## src/rtl/layer_2_5_pkg.sv

```systemverilog
// Shared lane count, lane index type and accumulator width helper for the layer 2.5 result drain.
// Pure definitions: no latency, no flow control.
package layer_2_5_pkg;

    localparam int NUM_LANES = 5;

    typedef logic [2:0] lane_idx_t;

    function automatic int acc_width(input int vector_size, input int multiplier_size);
        return vector_size + multiplier_size + 1;
    endfunction

endpackage

```

## src/rtl/layer_2_5_quantize.sv

```systemverilog
// Quantiser: logical right shift, then unsigned saturation to OUT_SIZE bits.
// Purely combinational (0 cycles); no flow control.
module layer_2_5_quantize #(
    parameter int ACC_WIDTH = 17,
    parameter int SHIFT     = 4,
    parameter int OUT_SIZE  = 8
) (
    input  logic [ACC_WIDTH-1:0] acc,
    output logic [OUT_SIZE-1:0]  q,
    output logic                 sat
);

    // When the output is at least as wide as the accumulator, nothing can saturate.
    localparam logic [ACC_WIDTH-1:0] Q_MAX = (OUT_SIZE >= ACC_WIDTH) ? {ACC_WIDTH{1'b1}}
                                           : ACC_WIDTH'((64'd1 << OUT_SIZE) - 64'd1);

    logic [ACC_WIDTH-1:0] shifted;

    assign shifted = acc >> SHIFT;
    assign sat     = (shifted > Q_MAX);
    assign q       = sat ? {OUT_SIZE{1'b1}} : OUT_SIZE'(shifted);

endmodule

```

## src/rtl/layer_2_5_result_drain.sv

```systemverilog
// Captures five MAC lanes into a ping-pong bank pair and streams them out quantised, one lane per beat.
// First beat 1 cycle after capture; out_ready=0 holds the beat, and a capture with both banks full is dropped (sticky overflow).
module layer_2_5_result_drain
    import layer_2_5_pkg::*;
#(
    parameter int  VECTOR_SIZE     = 8,
    parameter int  MULTIPLIER_SIZE = 8,
    parameter int  SHIFT           = 4,
    parameter int  OUT_SIZE        = 8,
    localparam int ACC_WIDTH       = acc_width(VECTOR_SIZE, MULTIPLIER_SIZE)
) (
    input  logic                 clk,
    input  logic                 reset,
    input  logic                 acc_valid,
    input  logic [ACC_WIDTH-1:0] acc_1,
    input  logic [ACC_WIDTH-1:0] acc_2,
    input  logic [ACC_WIDTH-1:0] acc_3,
    input  logic [ACC_WIDTH-1:0] acc_4,
    input  logic [ACC_WIDTH-1:0] acc_5,
    output logic                 out_valid,
    input  logic                 out_ready,
    output logic [OUT_SIZE-1:0]  out_data,
    output logic [2:0]           out_index,
    output logic                 out_last,
    output logic                 out_sat,
    output logic                 overflow
);

    localparam lane_idx_t LAST_IDX = lane_idx_t'(NUM_LANES - 1);

    logic [ACC_WIDTH-1:0] acc_lane [NUM_LANES];
    logic [ACC_WIDTH-1:0] bank_q   [2][NUM_LANES];

    logic [1:0] bank_full_q, bank_full_d;
    logic       wr_bank_q, wr_bank_d;
    logic       rd_bank_q, rd_bank_d;
    lane_idx_t  rd_idx_q, rd_idx_d;
    logic       overflow_q, overflow_d;

    logic                 beat_xfer, last_xfer, wr_avail, capture;
    logic [ACC_WIDTH-1:0] rd_acc;
    logic [OUT_SIZE-1:0]  q_data;
    logic                 q_sat;

    assign acc_lane[0] = acc_1;
    assign acc_lane[1] = acc_2;
    assign acc_lane[2] = acc_3;
    assign acc_lane[3] = acc_4;
    assign acc_lane[4] = acc_5;

    assign out_valid = bank_full_q[rd_bank_q];
    assign beat_xfer = out_valid && out_ready;
    assign last_xfer = beat_xfer && (rd_idx_q == LAST_IDX);
    // A bank emptying on this very edge may be refilled on the same edge.
    assign wr_avail  = !bank_full_q[wr_bank_q] || (last_xfer && (rd_bank_q == wr_bank_q));
    assign capture   = acc_valid && wr_avail;

    always_comb begin
        bank_full_d = bank_full_q;
        wr_bank_d   = wr_bank_q;
        rd_bank_d   = rd_bank_q;
        rd_idx_d    = rd_idx_q;
        overflow_d  = overflow_q;
        if (beat_xfer) begin
            if (last_xfer) begin
                rd_idx_d               = '0;
                bank_full_d[rd_bank_q] = 1'b0;
                rd_bank_d              = ~rd_bank_q;
            end else begin
                rd_idx_d = rd_idx_q + 3'd1;
            end
        end
        // Set after the release so a same-bank capture leaves the bank full.
        if (acc_valid) begin
            if (wr_avail) begin
                bank_full_d[wr_bank_q] = 1'b1;
                wr_bank_d              = ~wr_bank_q;
            end else begin
                overflow_d = 1'b1;
            end
        end
    end

    always_ff @(posedge clk) begin
        if (reset) begin
            bank_full_q <= 2'b00;
            wr_bank_q   <= 1'b0;
            rd_bank_q   <= 1'b0;
            rd_idx_q    <= '0;
            overflow_q  <= 1'b0;
        end else begin
            bank_full_q <= bank_full_d;
            wr_bank_q   <= wr_bank_d;
            rd_bank_q   <= rd_bank_d;
            rd_idx_q    <= rd_idx_d;
            overflow_q  <= overflow_d;
        end
    end

    always_ff @(posedge clk) begin
        if (capture) begin
            for (int i = 0; i < NUM_LANES; i++) begin
                bank_q[wr_bank_q][i] <= acc_lane[i];
            end
        end
    end

    assign rd_acc = bank_q[rd_bank_q][rd_idx_q];

    layer_2_5_quantize #(
        .ACC_WIDTH (ACC_WIDTH),
        .SHIFT     (SHIFT),
        .OUT_SIZE  (OUT_SIZE)
    ) u_quantize (
        .acc (rd_acc),
        .q   (q_data),
        .sat (q_sat)
    );

    // Data lanes carry no reset, so mask them while nothing is presented.
    assign out_data  = out_valid ? q_data : '0;
    assign out_sat   = out_valid && q_sat;
    assign out_index = rd_idx_q;
    assign out_last  = out_valid && (rd_idx_q == LAST_IDX);
    assign overflow  = overflow_q;

endmodule

```

## config.mk

```make
export PLATFORM = sky130hd
export DESIGN_NAME = layer_2_5_result_drain
export DESIGN_NICKNAME = d
export VERILOG_FILES = /design/src/rtl/layer_2_5_pkg.sv /design/src/rtl/layer_2_5_quantize.sv /design/src/rtl/layer_2_5_result_drain.sv
export SDC_FILE = /design/constraint.sdc
export NUM_CORES = 1
export LEC_CHECK = 0
export ABC_CLOCK_PERIOD_IN_PS = 6500
export BUFFER_PORTS_ARGS = -buffer_cell sky130_fd_sc_hd__buf_2
export CAP_MARGIN = 20
export CORE_AREA = 2 2 132 83
export CTS_BUF_LIST = sky130_fd_sc_hd__clkbuf_4 sky130_fd_sc_hd__clkbuf_8
export CTS_CLUSTER_SIZE = 40
export DETAILED_ROUTE_END_ITERATION = 10
export DIE_AREA = 0 0 134 85
export PLACE_DENSITY = 0.77
export SKIP_CTS_REPAIR_TIMING = 1
export SLEW_MARGIN = 15
export SYNTH_ARGS = -nofsm -noshare
export SYNTH_HDL_FRONTEND = slang
export SYNTH_SLANG_ARGS = --single-unit
```

## constraint.sdc

```tcl
create_clock -name clk -period 6.5 [get_ports clk]
set_input_delay 0.975 -clock clk [delete_from_list [all_inputs] [get_ports clk]]
set_output_delay 0.975 -clock clk [all_outputs]
set_load 0.02 [all_outputs]
```

==> results of run 1 <==
## layout by cell type, fill, tap and decap left out, drive strengths merged, types with 3 or more instances in the layout
| cell | Yosys | final |
|---|---|---|
| o31ai | 8 | 8 |
| nand2 | 7 | 7 |
| nor4b | 4 | 4 |
| a21oi | 6 | 6 |
| nand3 | 4 | 4 |
| nor4 | 6 | 6 |
| nor2 | 12 | 12 |
| dfxtp | 9 | 9 |
| inv | 5 | 7 |
| clkbuf | 4 | 17 |
| o211ai | 9 | 9 |
| a221oi | 3 | 3 |
| clkinv | 0 | 6 |
| buf | 7 | 86 |
| mux2i | 8 | 8 |
| mux4 | 16 | 16 |
| bufinv | 0 | 4 |
| nand4 | 3 | 3 |
| o21ai | 10 | 10 |
| mux2 | 9 | 9 |
| edfxtp | 130 | 130 |
| clkinvlp | 0 | 3 |
## layout make-up
type | instances | area (µm²)
flip-flops and latches | 139 | 4085
fillers | 755 | 3876
multi-input cells | 121 | 1174
repair buffers | 86 | 437.9
clock buffers | 17 | 234.0
clock inverters | 15 | 196.4
well taps | 139 | 173.9
inverters | 5 | 18.77
## state kept, by name (all words and copies together) (netlist names), named ones only
signal / flops
bank_q: 130
wr_bank_q: 1
out_index: 3
bank_full_q: 2
overflow: 1
rd_bank_q: 1
## power by group
group	switching (mW)	internal, mW	leakage, nW
Combinational	0.0935	0.0546	0.664
Clock	0.328	0.417	0.210
Sequential	0.0131	1.04	1.28
Total	0.434	1.51	2.16
## worst max path at each step
stage               startpoint            end  slack [ns]  cells after the start
floorplan            out_ready  bank_q[1][10]        1.63                      2
global placement      register    out_data[2]        3.08                      5
detailed placement    register    out_data[2]        3.06                      5
CTS                   register    out_data[2]        2.57                      5
global route          register    out_data[2]        2.42                      5
finish                register    out_data[2]        2.65                      5
## metrics by stage
step	area (µm²)	instances	hold slack, ns	util	total power [mW]
after floorplan	5348	276	0.4554	-	1.156
after global placement	5889	490	0.4601	0.5776	1.216
after detailed placement	5889	490	0.4784	0.5776	1.223
after CTS	6320	522	0.4965	0.6198	1.963
after global routing	6320	522	0.5073	0.6198	2.016
final	6320	522	0.4912	0.6198	1.946
## cell families after synthesis
kind of cell,Yosys count
and+or+nand+nor,43
adders and majority gates,2
AOI/OAI and AO/OA,42
buffers and inverters,16
xor gates and xnor gates,1
muxes,33
DFF,139
## routing by layer
metal  track usage  up-vias  part of all wire
li1              -     1330                 -
met5             0        -            0.0014
met4       0.06383        2            0.0091
met3       0.06213       11             0.077
met1        0.2575     1423              0.47
met2        0.2671      105              0.45
==> metrics.md, run 1 <==
| Metric | Value |
|---|---|
| WL final | 9.624 mm |
| Clock skew after layout | approximately 0.0096 ns |
| Clock-pin slew on the worst setup and hold paths | around 0.080 ns |
| CTS root buf | clkbuf_8 |
| Combinational family with the most area after synthesis | multiplexers |
| Synth unique cells | 40 |
| Final period util | 0.5922 |
| Final setup fails | 0 |
| Status | completed |
| Max-slew violation count | 0 |
| H-tree levels | 4 |
| Crit Path Max Fanout | 32 |
| Highest clock rate | 0.2598 GHz |
| DRT iter0 DRCs | 237 |
| Worst min path class | reg -> reg |
| Req. time, crit path | 5.52 ns |
| Avg Cell Area, Syn | 19.38 µm² |
| CTS tree | built |
| CP bufs+invs | 1 |
| Endpoints failing hold | 0 |
| Synth top cells by count | edfxtp_1 (130), nor2_1 (12), o21ai_0 (10) |
| Core Area | between 0.01 and 0.015 mm² |
| Max-slew headroom | 0.2979 |
| Worst-case reg-to-reg path depth | 3 |
| Post-route antenna net violation count | 0 |
| Worst slew pin tran | 1.051 ns |
| Synth warn | 0 |
| Final Worst Setup Slack | 2.651 ns |
| Sequential-to-total area share from yosys stat | 0.7637 |
| Crit path largest cell delay | 0.97 ns |
| Full die area | 0.01139 mm² |
| RSZ-0062 raised after global routing | false |
| Syn nets | 367 |
| Startpoint types | register |
| Hold endpoint | overflow |
| EDFF count, synth | 130 |
| Grt total ovfl | 0 |
| Area leader, netlist | edfxtp_1 |
| Max-Cap Viols | 0 |
| DR pass1 iterations | 4 |
| Number of global-route vias before repair | 2911 |
| Chip width | 134 µm |
| DR WL/cell | 18.44 µm |
| Hold Startpoint | overflow |
| # IOs | 104 |
| CTS Sinks | 139 |
| Post-Synth Adder-Cell Area | 0.004679 |
| Clock Latency Late Sink | 0.43 ns |
| Maximum vdd drop | 215.8 µV |
| Inserted Clock Buffers | 17 |
| Layout area overhead | 18.18% |
| Share of the synthesized area in the top cell type | 0.7300 |
| Clock buffer depth | 2 |
| Vias per Instance | roughly 5.5 |
| Post-synthesis simple-gate area fraction | 0.04305 |
| Initial antenna violation count | 1 |
| Post-Syn Area | roughly 0.0053 mm² |
| Number of diodes | 0 |
| Most frequent cell after synthesis | edfxtp_1 |
| Die Height | between 80 and 90 µm |
| Compound-Gate Fraction of Synth Area | 0.06036 |
| R2R setup slack | 3.32 ns |
| R2r endpoint | bank_q[1][12] |
| Worst-path cell chain | mux4_1 > mux2_2 > o211ai_1 > o31ai_1 > buf_2 |
| Residual DRC | 0 |
| Largest net degree at the start of global routing | 66 |
| Mux contribution to synthesized area | 0.1076 |
| Slowest CP cell | dfxtp_2 |
| Crit end category | output pin |
| Critical path arrival | between 2 and 3 ns |
| Reg-to-reg critical path startpoint | out_index[2] |
| Leak Pwr | 2.158 nW |
| Async S/R FF share, synth | 0 |
| Starting density of the core | 0.5245 |
| Global-route usage over all layers | 0.1818 |
| Port Buf Inserts | between 80 and 90 |
| WS Path Type | reg -> out |
| Rows | 29 |
| Share of cells above drive strength 1 | 0.3786 |
| Hold Path Cell Cnt | 1 |
| Synth Register Bits | 139 |
| Top Family by Delay on Critical Path | flip-flops |
| Pwr/cell area | 307.9 mW/mm² |
| Top post-synthesis cells by area | edfxtp_1 (73%), mux4_1 (4.4%), dfxtp_1 (3.4%) |
| Number of nets in the layout | 461 |
| Gp weighted congestion | 0.7792 |
| Pre-CTS setup slack | 3.058 ns |
| XOR/XNOR Fraction of Synth Area | 0.001638 |
| Synth Instances | between 200 and 300 |
| Min Tclk post-route | 3.849 ns |
| Vias | between 2000 and 3000 |
| Most used DFF post-synth | edfxtp_1 |
| Setup TNS | 0 ns |
| Post-DP HPWL | between 6 and 7 mm |
| First-pass GRT wire length | ~15 mm |
(Power assumes the default switching activity.)
==> inputs of run 2 (changes only) <==
ABC_AREA = 1   (was default)
ABC_CLOCK_PERIOD_IN_PS = 3500   (was 6500)
CORE_AREA = 2 2 136 85   (was 2 2 132 83)
DIE_AREA = 0 0 138 87   (was 0 0 134 85)
clock period = 3.5 ns   (was 6.5 ns; I/O delays follow)
==> metrics.md, run 2 <==
| Metric | Value |
|---|---|
| Synth Register Bits | 139 (unchanged) |
| GR Layer Usage met2 | 0.2822 (was 0.2671) |
| Share of cells above drive strength 1 | 0.2374 (was 0.3786) |
| H-tree levels | 4 (unchanged) |
| Gr busiest metal | met2 (unchanged) |
| DRT iter0 DRCs | 292 (was 237) |
| Residual DRC | 0 (unchanged) |
| Leak Pwr | 2.530 nW (was 2.158 nW) |
| Initial antenna violation count | 1 (unchanged) |
| Port Buf Inserts | 83 (unchanged) |
| Layout area overhead | 17.88% (was 18.18%) |
| CTS Sinks | 139 (unchanged) |
| First-pass GRT wire length | 16.97 mm (was 15.01 mm) |
| Post-Syn Area | 0.005471 mm² (was 0.005348 mm²) |
| Top post-synthesis cells by area | edfxtp_1 (71%), nand2_1 (8.0%), nor2_1 (5.3%) (was edfxtp_1 (73%), mux4_1 (4.4%), dfxtp_1 (3.4%)) |
| WL final | 10.95 mm (was 9.624 mm) |
| Synth warn | 0 (unchanged) |
| # IOs | 104 (unchanged) |
| Critical path endpoint | out_data[0] (was out_data[2]) |
| CTS root buf | clkbuf_8 (unchanged) |
| Min Tclk post-route | ~2.9 ns |
| DR WL/cell | 15.64 µm (was 18.44 µm) |
| Starting density of the core | 0.5026 (was 0.5245) |
| Largest net degree at the start of global routing | 66 (unchanged) |
| Util after Layout | 0.5925 (was 0.6198) |
| Max-slew headroom | 0.5793 (was 0.2979) |
| Max-Cap Viols | 0 (unchanged) |
| Highest clock rate | 0.3466 GHz |
| Most frequent cell after synthesis | edfxtp_1 (unchanged) |
| Area of the multi-input gates | 0.001219 mm² (was 0.001174 mm²) |
| Share of the synthesized area in the top cell type | 0.7135 (was 0.7300) |
| Global-route met1 utilization | 0.2628 (was 0.2575) |
| Inserted Clock Buffers | 17 (unchanged) |
| Synth unique cells | 26 (was 40) |
| R2R setup slack | 0.93 ns (was 3.32 ns) |
| DR pass1 iterations | 4 (unchanged) |
| Worst-case reg-to-reg path depth | 9 (was 3) |
| Startpoint types | register (unchanged) |
| Rows | 30 (was 29) |
| Gp weighted congestion | 0.8210 (was 0.7792) |
| Clock skew after layout | 0.007712 ns (was 0.009573 ns) |
| Commonest non-fill, non-tap cell in the layout | edfxtp_1 (unchanged) |
| Core Area | 0.01089 mm² (was 0.01020 mm²) |
| Syn nets | 541 (was 367) |
| Pwr/cell area | 555.9 mW/mm² (was 307.9 mW/mm²) |
| EDFF count, synth | 130 (unchanged) |
| Chip width | 138 µm (was 134 µm) |
| Final setup fails | 0 (unchanged) |
| Maximum vdd drop | 368.6 µV (was 215.8 µV) |
| Vias per Instance | 5.081 (was 5.500) |
| Full die area | 0.01201 mm² (was 0.01139 mm²) |
| Die Height | 87 µm (was 85 µm) |
| Clock buffer depth | 2 (unchanged) |
| Async S/R FF share, synth | 0 (unchanged) |
| Post-route antenna net violation count | 0 (unchanged) |
| GRT met3 Usage | 0.06267 (was 0.06213) |
| Sequential-to-total area share from yosys stat | 0.7464 (was 0.7637) |
| Post-DP HPWL | 7.260 mm (was 6.302 mm) |
| Status | completed (unchanged) |
| Clock Latency Late Sink | 0.43 ns (about the same) |
| CTS tree | built (unchanged) |
| Placed cells | 668 (was 490) |
| WS Path Type | reg -> out (unchanged) |
| Most used DFF post-synth | edfxtp_1 (unchanged) |
| Critical path arrival | 2.36 ns (was 2.87 ns) |
| Vias | 3557 (was 2871) |
| Max-slew violation count | 0 (unchanged) |
| Final period util | 0.8244 |
| Number of global-route vias before repair | 3373 (was 2911) |
| Worst min path class | in -> reg (was reg -> reg) |
| Global-route usage over all layers | 0.1901 (was 0.1818) |
| Crit end category | output pin (unchanged) |
| R2r endpoint | bank_q[1][76] (was bank_q[1][12]) |
| Commonest cells after routing, fill and taps aside | edfxtp_1 (130), nand2_1 (116), buf_2 (83), nor2_1 (76), o21ai_0 (29) (was edfxtp_1 (130), buf_2 (83), clkbuf_8 (17), nor2_1 (12), o21ai_0 (10)) |
| Reg-to-reg critical path startpoint | out_index[0] (was out_index[2]) |
| Endpoints failing hold | 0 (unchanged) |
| Largest register FFs | 130 (unchanged) |
| RSZ-0062 raised after global routing | false (unchanged) |
| Req. time, crit path | 2.97 ns (was 5.52 ns) |
| Final Non-Filler Cells | 700 (was 522) |
| Number of diodes | 0 (unchanged) |
| Worst slew pin tran | 0.6287 ns (was 1.051 ns) |
| Synth top cells by count | edfxtp_1 (130), nand2_1 (116), nor2_1 (77), o21ai_0 (29), nand3_1 (28) (was edfxtp_1 (130), nor2_1 (12), o21ai_0 (10)) |
| Synth Instances | 450 (was 276) |
| Crit Path Max Fanout | 43 (was 32) |
| Grt total ovfl | 0 (unchanged) |
| Top reg by flops | bank_q (unchanged) |
| Area leader, netlist | edfxtp_1 (unchanged) |
| Setup TNS | 0 ns (unchanged) |
| Register area | 0.004084 mm² (was 0.004085 mm²) |
| Clock-pin slew on the worst setup and hold paths | 0.07 ns (was 0.08 ns) |
| Fillers | 882 (was 755) |
| Avg Cell Area, Syn | 12.16 µm² (was 19.38 µm²) |
| Number of nets in the layout | 634 (was 461) |
run 2: cell types whose count changed in the layout (fill, tap and decap cells not counted), sizes merged, moves of 9 or more:
cell and change:
inv +11, mux2 -9, o21ai +27, mux4 -16, nor2 +66, o211ai -9
nand2 +110, nand3 +27
run 2: worst max-delay path, cell delays in order (launching register included):
cell	delay [ns]
dfxtp_1	0.66
inv_4	0.32
nor2_1	0.19
nand3_1	0.10
nand3_1	0.08
nand3_1	0.15
nand3_2	0.20
nand2_1	0.07
buf_2	0.16
run 2: layer usage:
| layer | up-vias | share of wire | routed length [µm] |
|---|---|---|---|
| met1 | 1668 | 0.47 | 5139 |
| met5 | - | 0.0010 | 11 |
| met4 | 2 | 0.020 | 220 |
| met2 | 124 | 0.44 | 4836 |
| li1 | 1736 | - | - |
| met3 | 27 | 0.067 | 738 |
run 2: through the flow:
| stage | worst slack, ns | cell area (µm²) | total power [mW] | hold slack (ns) |
|---|---|---|---|---|
| 4_1_cts | 0.5880 | 6450 | 3.605 | 0.2505 |
| 3_5_place_dp | 0.9435 | 6031 | 2.280 | 0.4505 |
| 5_1_grt | 0.4535 | 6450 | 3.711 | 0.2541 |
| 2_1_floorplan | 0.06632 | 5474 | 2.152 | 0.4798 |
| 6_report | 0.6146 | 6450 | 3.585 | 0.2755 |
| 3_3_place_gp | 0.9955 | 6031 | 2.268 | 0.4423 |
run 2: worst min-delay path by stage:
stage	startpoint	to	slack [ns]	cells after the start
2_1_floorplan	wr_bank_q	wr_bank_q	0.48	2
3_3_place_gp	overflow	overflow	0.44	2
3_5_place_dp	overflow	overflow	0.45	2
4_1_cts	acc_2[14]	bank_q[0][65]	0.25	1
5_1_grt	acc_2[14]	bank_q[0][65]	0.25	1
6_report	acc_2[14]	bank_q[0][65]	0.28	1
run 2: power by group:
group | total, mW | internal, mW | switching [mW]
registers | 1.95 | 1.93 | 0.0262
clock network | 1.34 | 0.772 | 0.569
logic | 0.292 | 0.0938 | 0.199
run 2: logic make-up (layout without fill, tap and decap cells):
group	Yosys count	in the layout	synth area share
and+or+nand+nor	231	231	0.1729
adders and majority gates	2	2	0.004573
xor gates and xnor gates	1	1	0.001601
AOI/OAI and AO/OA	45	45	0.04231
buffers and inverters	32	138	0.03224
DFF	139	139	0.7464
run 2: area by class of cell:
cell class / count / share of cell area
clock inverters: 14 / 0.02755
inverters: 18 / 0.01086
repair buffers: 88 / 0.07410
clock buffers: 18 / 0.03744
multi-input cells: 279 / 0.1889
well taps: 144 / 0.02793
flip-flops and latches: 139 / 0.6332
==> inputs of run 3 (changes only) <==
ABC_CLOCK_PERIOD_IN_PS = 2750   (was 3500)
CORE_AREA = 2 2 133 83   (was 2 2 136 85)
DIE_AREA = 0 0 135 85   (was 0 0 138 87)
PLACE_DENSITY = 0.78   (was 0.77)
clock period = 2.75 ns   (was 3.5 ns; I/O delays follow)
==> metrics.md, run 3 (synthesized netlist as in run 2, its figures left out) <==
| Metric | Value |
|---|---|
| Status | completed (unchanged) |
| Worst-case reg-to-reg path depth | 9 (unchanged) |
| Worst min path class | in -> reg (unchanged) |
| Number of global-route vias before repair | 3569 (was 3373) |
| Final period util | 0.9579 |
| Req. time, crit path | 2.34 ns (was 2.97 ns) |
| Die Height | 85 µm (was 87 µm) |
| Vias | 3622 (was 3557) |
| Initial antenna violation count | 2 (was 1) |
| Gp weighted congestion | 0.8439 (was 0.8210) |
| Final setup fails | 0 (unchanged) |
| Crit Path Max Fanout | 35 (was 43) |
| Critical path arrival | 2.22 ns (was 2.36 ns) |
| Clock-pin slew on the worst setup and hold paths | 0.08 ns (was 0.07 ns) |
| Chip width | 135 µm (was 138 µm) |
| Max-slew headroom | 0.6716 (was 0.5793) |
| Starting density of the core | 0.5310 (was 0.5026) |
| First-pass GRT wire length | 17.84 mm (was 16.97 mm) |
| Port Buf Inserts | 83 (unchanged) |
| Post-route antenna net violation count | 0 (unchanged) |
| Clock power frac | 0.349 (was 0.374) |
| Share of cells above drive strength 1 | 0.2451 (was 0.2374) |
| Post-DP HPWL | 7.404 mm (was 7.260 mm) |
| Cell area after layout | 0.006440 mm² (was 0.006450 mm²) |
| Switching Fraction | 0.2467 (was 0.2214) |
| CTS Sinks | 139 (unchanged) |
| Setup TNS | 0 ns (unchanged) |
| Seq pwr share | 0.564 (was 0.544) |
| Clock Latency Late Sink | 0.45 ns (was 0.43 ns) |
| Global-route usage over all layers | 0.2106 (was 0.1901) |
| RSZ-0062 raised after global routing | false (unchanged) |
| Leak Pwr | 2.511 nW (was 2.530 nW) |
| DR pass1 iterations | 6 (was 4) |
| Residual DRC | 0 (unchanged) |
| Number of nets in the layout | 637 (was 634) |
| Max-slew violation count | 0 (unchanged) |
| Util after Layout | 0.6249 (was 0.5925) |
| Worst-path cell chain | buf_4 > o21ai_0 > o21ai_1 > nand2_1 > nand3_1 > nand2_1 > nand2_1 > buf_2 (was inv_4 > nor2_1 > nand3_1 > nand3_1 > nand3_1 > nand3_2 > nand2_1 > buf_2) |
| Cell mode on critical path | nand2_1 (was nand3_1) |
| Grt total ovfl | 0 (unchanged) |
| Core Area | 0.01030 mm² (was 0.01089 mm²) |
| Logic pwr share | 0.087 (was 0.082) |
| Highest clock rate | 0.3796 GHz |
| WS Path Type | reg -> out (unchanged) |
| Overall power | 4.400 mW (was 3.585 mW) |
| Post-DP Area | 0.006063 mm² (was 0.006031 mm²) |
| Inserted Clock Buffers | 17 (unchanged) |
| Worst slew pin tran | 0.4916 ns (was 0.6287 ns) |
| DR WL/cell | 15.91 µm (was 15.64 µm) |
| Startpoint types | register (unchanged) |
| Clock buffer depth | 2 (unchanged) |
| Clock skew after layout | 0.01244 ns (was 0.007712 ns) |
| CTS tree | built (unchanged) |
| Commonest non-fill, non-tap cell in the layout | edfxtp_1 (unchanged) |
| WL final | 11.16 mm (was 10.95 mm) |
| Full die area | 0.01148 mm² (was 0.01201 mm²) |
| P_sw | 1.085 mW (was 793.9 µW) |
| Fillers | 793 (was 882) |
| Vias per Instance | 5.167 (was 5.081) |
| Endpoints failing hold | 0 (unchanged) |
| DRT iter0 DRCs | 340 (was 292) |
| Pwr/cell area | 683.2 mW/mm² (was 555.9 mW/mm²) |
| P_int | 3.314 mW (was 2.791 mW) |
| Max-Cap Viols | 0 (unchanged) |
| Commonest cells after routing, fill and taps aside | edfxtp_1 (130), nand2_1 (116), buf_2 (83), nor2_1 (76), o21ai_0 (29) (unchanged) |
| Slowest CP cell | buf_4 (was dfxtp_1) |
| Min Tclk post-route | 2.634 ns |
| Top reg by flops | bank_q (unchanged) |
| Crit end category | output pin (unchanged) |
| H-tree levels | 4 (unchanged) |
| Crit path largest cell delay | 0.40 ns (was 0.66 ns) |
| Largest net degree at the start of global routing | 66 (unchanged) |
| # IOs | 104 (unchanged) |
| Largest register FFs | 130 (unchanged) |
| Maximum vdd drop | 466.8 µV (was 368.6 µV) |
| CTS root buf | clkbuf_8 (unchanged) |
| Rows | 29 (was 30) |
| Hold Path Cell Cnt | 1 (unchanged) |
| Layout area overhead | 17.70% (was 17.88%) |
[run 3: worst paths after layout]
kind           startpoint             to  slack, ns
min reg2reg      overflow       overflow       0.46
min             acc_5[16]  bank_q[1][16]       0.14
max              register    out_data[0]       0.12
max reg2reg  out_index[1]  bank_q[0][84]       0.34
[run 3: final cells by class]
class                           instances  area, µm²  area share
Multi-Input combinational cell        279       1219      0.1892
Timing Repair Buffer                   91      513.0     0.07966
Antenna cell                            3      7.507    0.001166
Clock inverter                         13      120.1     0.01865
Sequential cell                       139       4084      0.6342
Tap cell                              139      173.9     0.02701
Clock buffer                           19      249.0     0.03866
Inverter                               18      73.82     0.01146
[run 3: power groups by stage]
stage	Clock (mW)	Sequential [mW]	Combinational, mW
floorplan	0	2.53	0.209
global route	1.63	2.49	0.428
finish	1.54	2.48	0.383
CTS	1.55	2.48	0.386
global placement	0	2.52	0.373
detailed placement	0	2.53	0.384
[run 3: layer usage]
layer	global-route usage	routed length, µm	up-vias
li1	-	-	1750
met1	0.2822	4804	1722
met2	0.3244	5193	131
met3	0.05854	970	19
met4	0.09848	187	0
met5	0	0	-
[run 3: stage by stage]
| stage | cells | hold WS (ns) | setup slack [ns] |
|---|---|---|---|
| 6_report | 701 | 0.1399 | 0.1157 |
| 5_1_grt | 698 | 0.1326 | 0.008633 |
| 4_1_cts | 698 | 0.1246 | 0.1246 |
| 3_5_place_dp | 666 | 0.4411 | 0.4458 |
| 3_3_place_gp | 666 | 0.4376 | 0.5238 |
| 2_1_floorplan | 450 | 0.4749 | 0.02498 |
[run 3: critical path: cells and delay by family (launching register included)]
kind                   cells  cell delay [ns]
AO/OA/AOI/OAI              2             0.45
AND/OR/NAND/NOR            4             0.36
flip-flops                 1             0.39
buffers and inverters      2             0.56
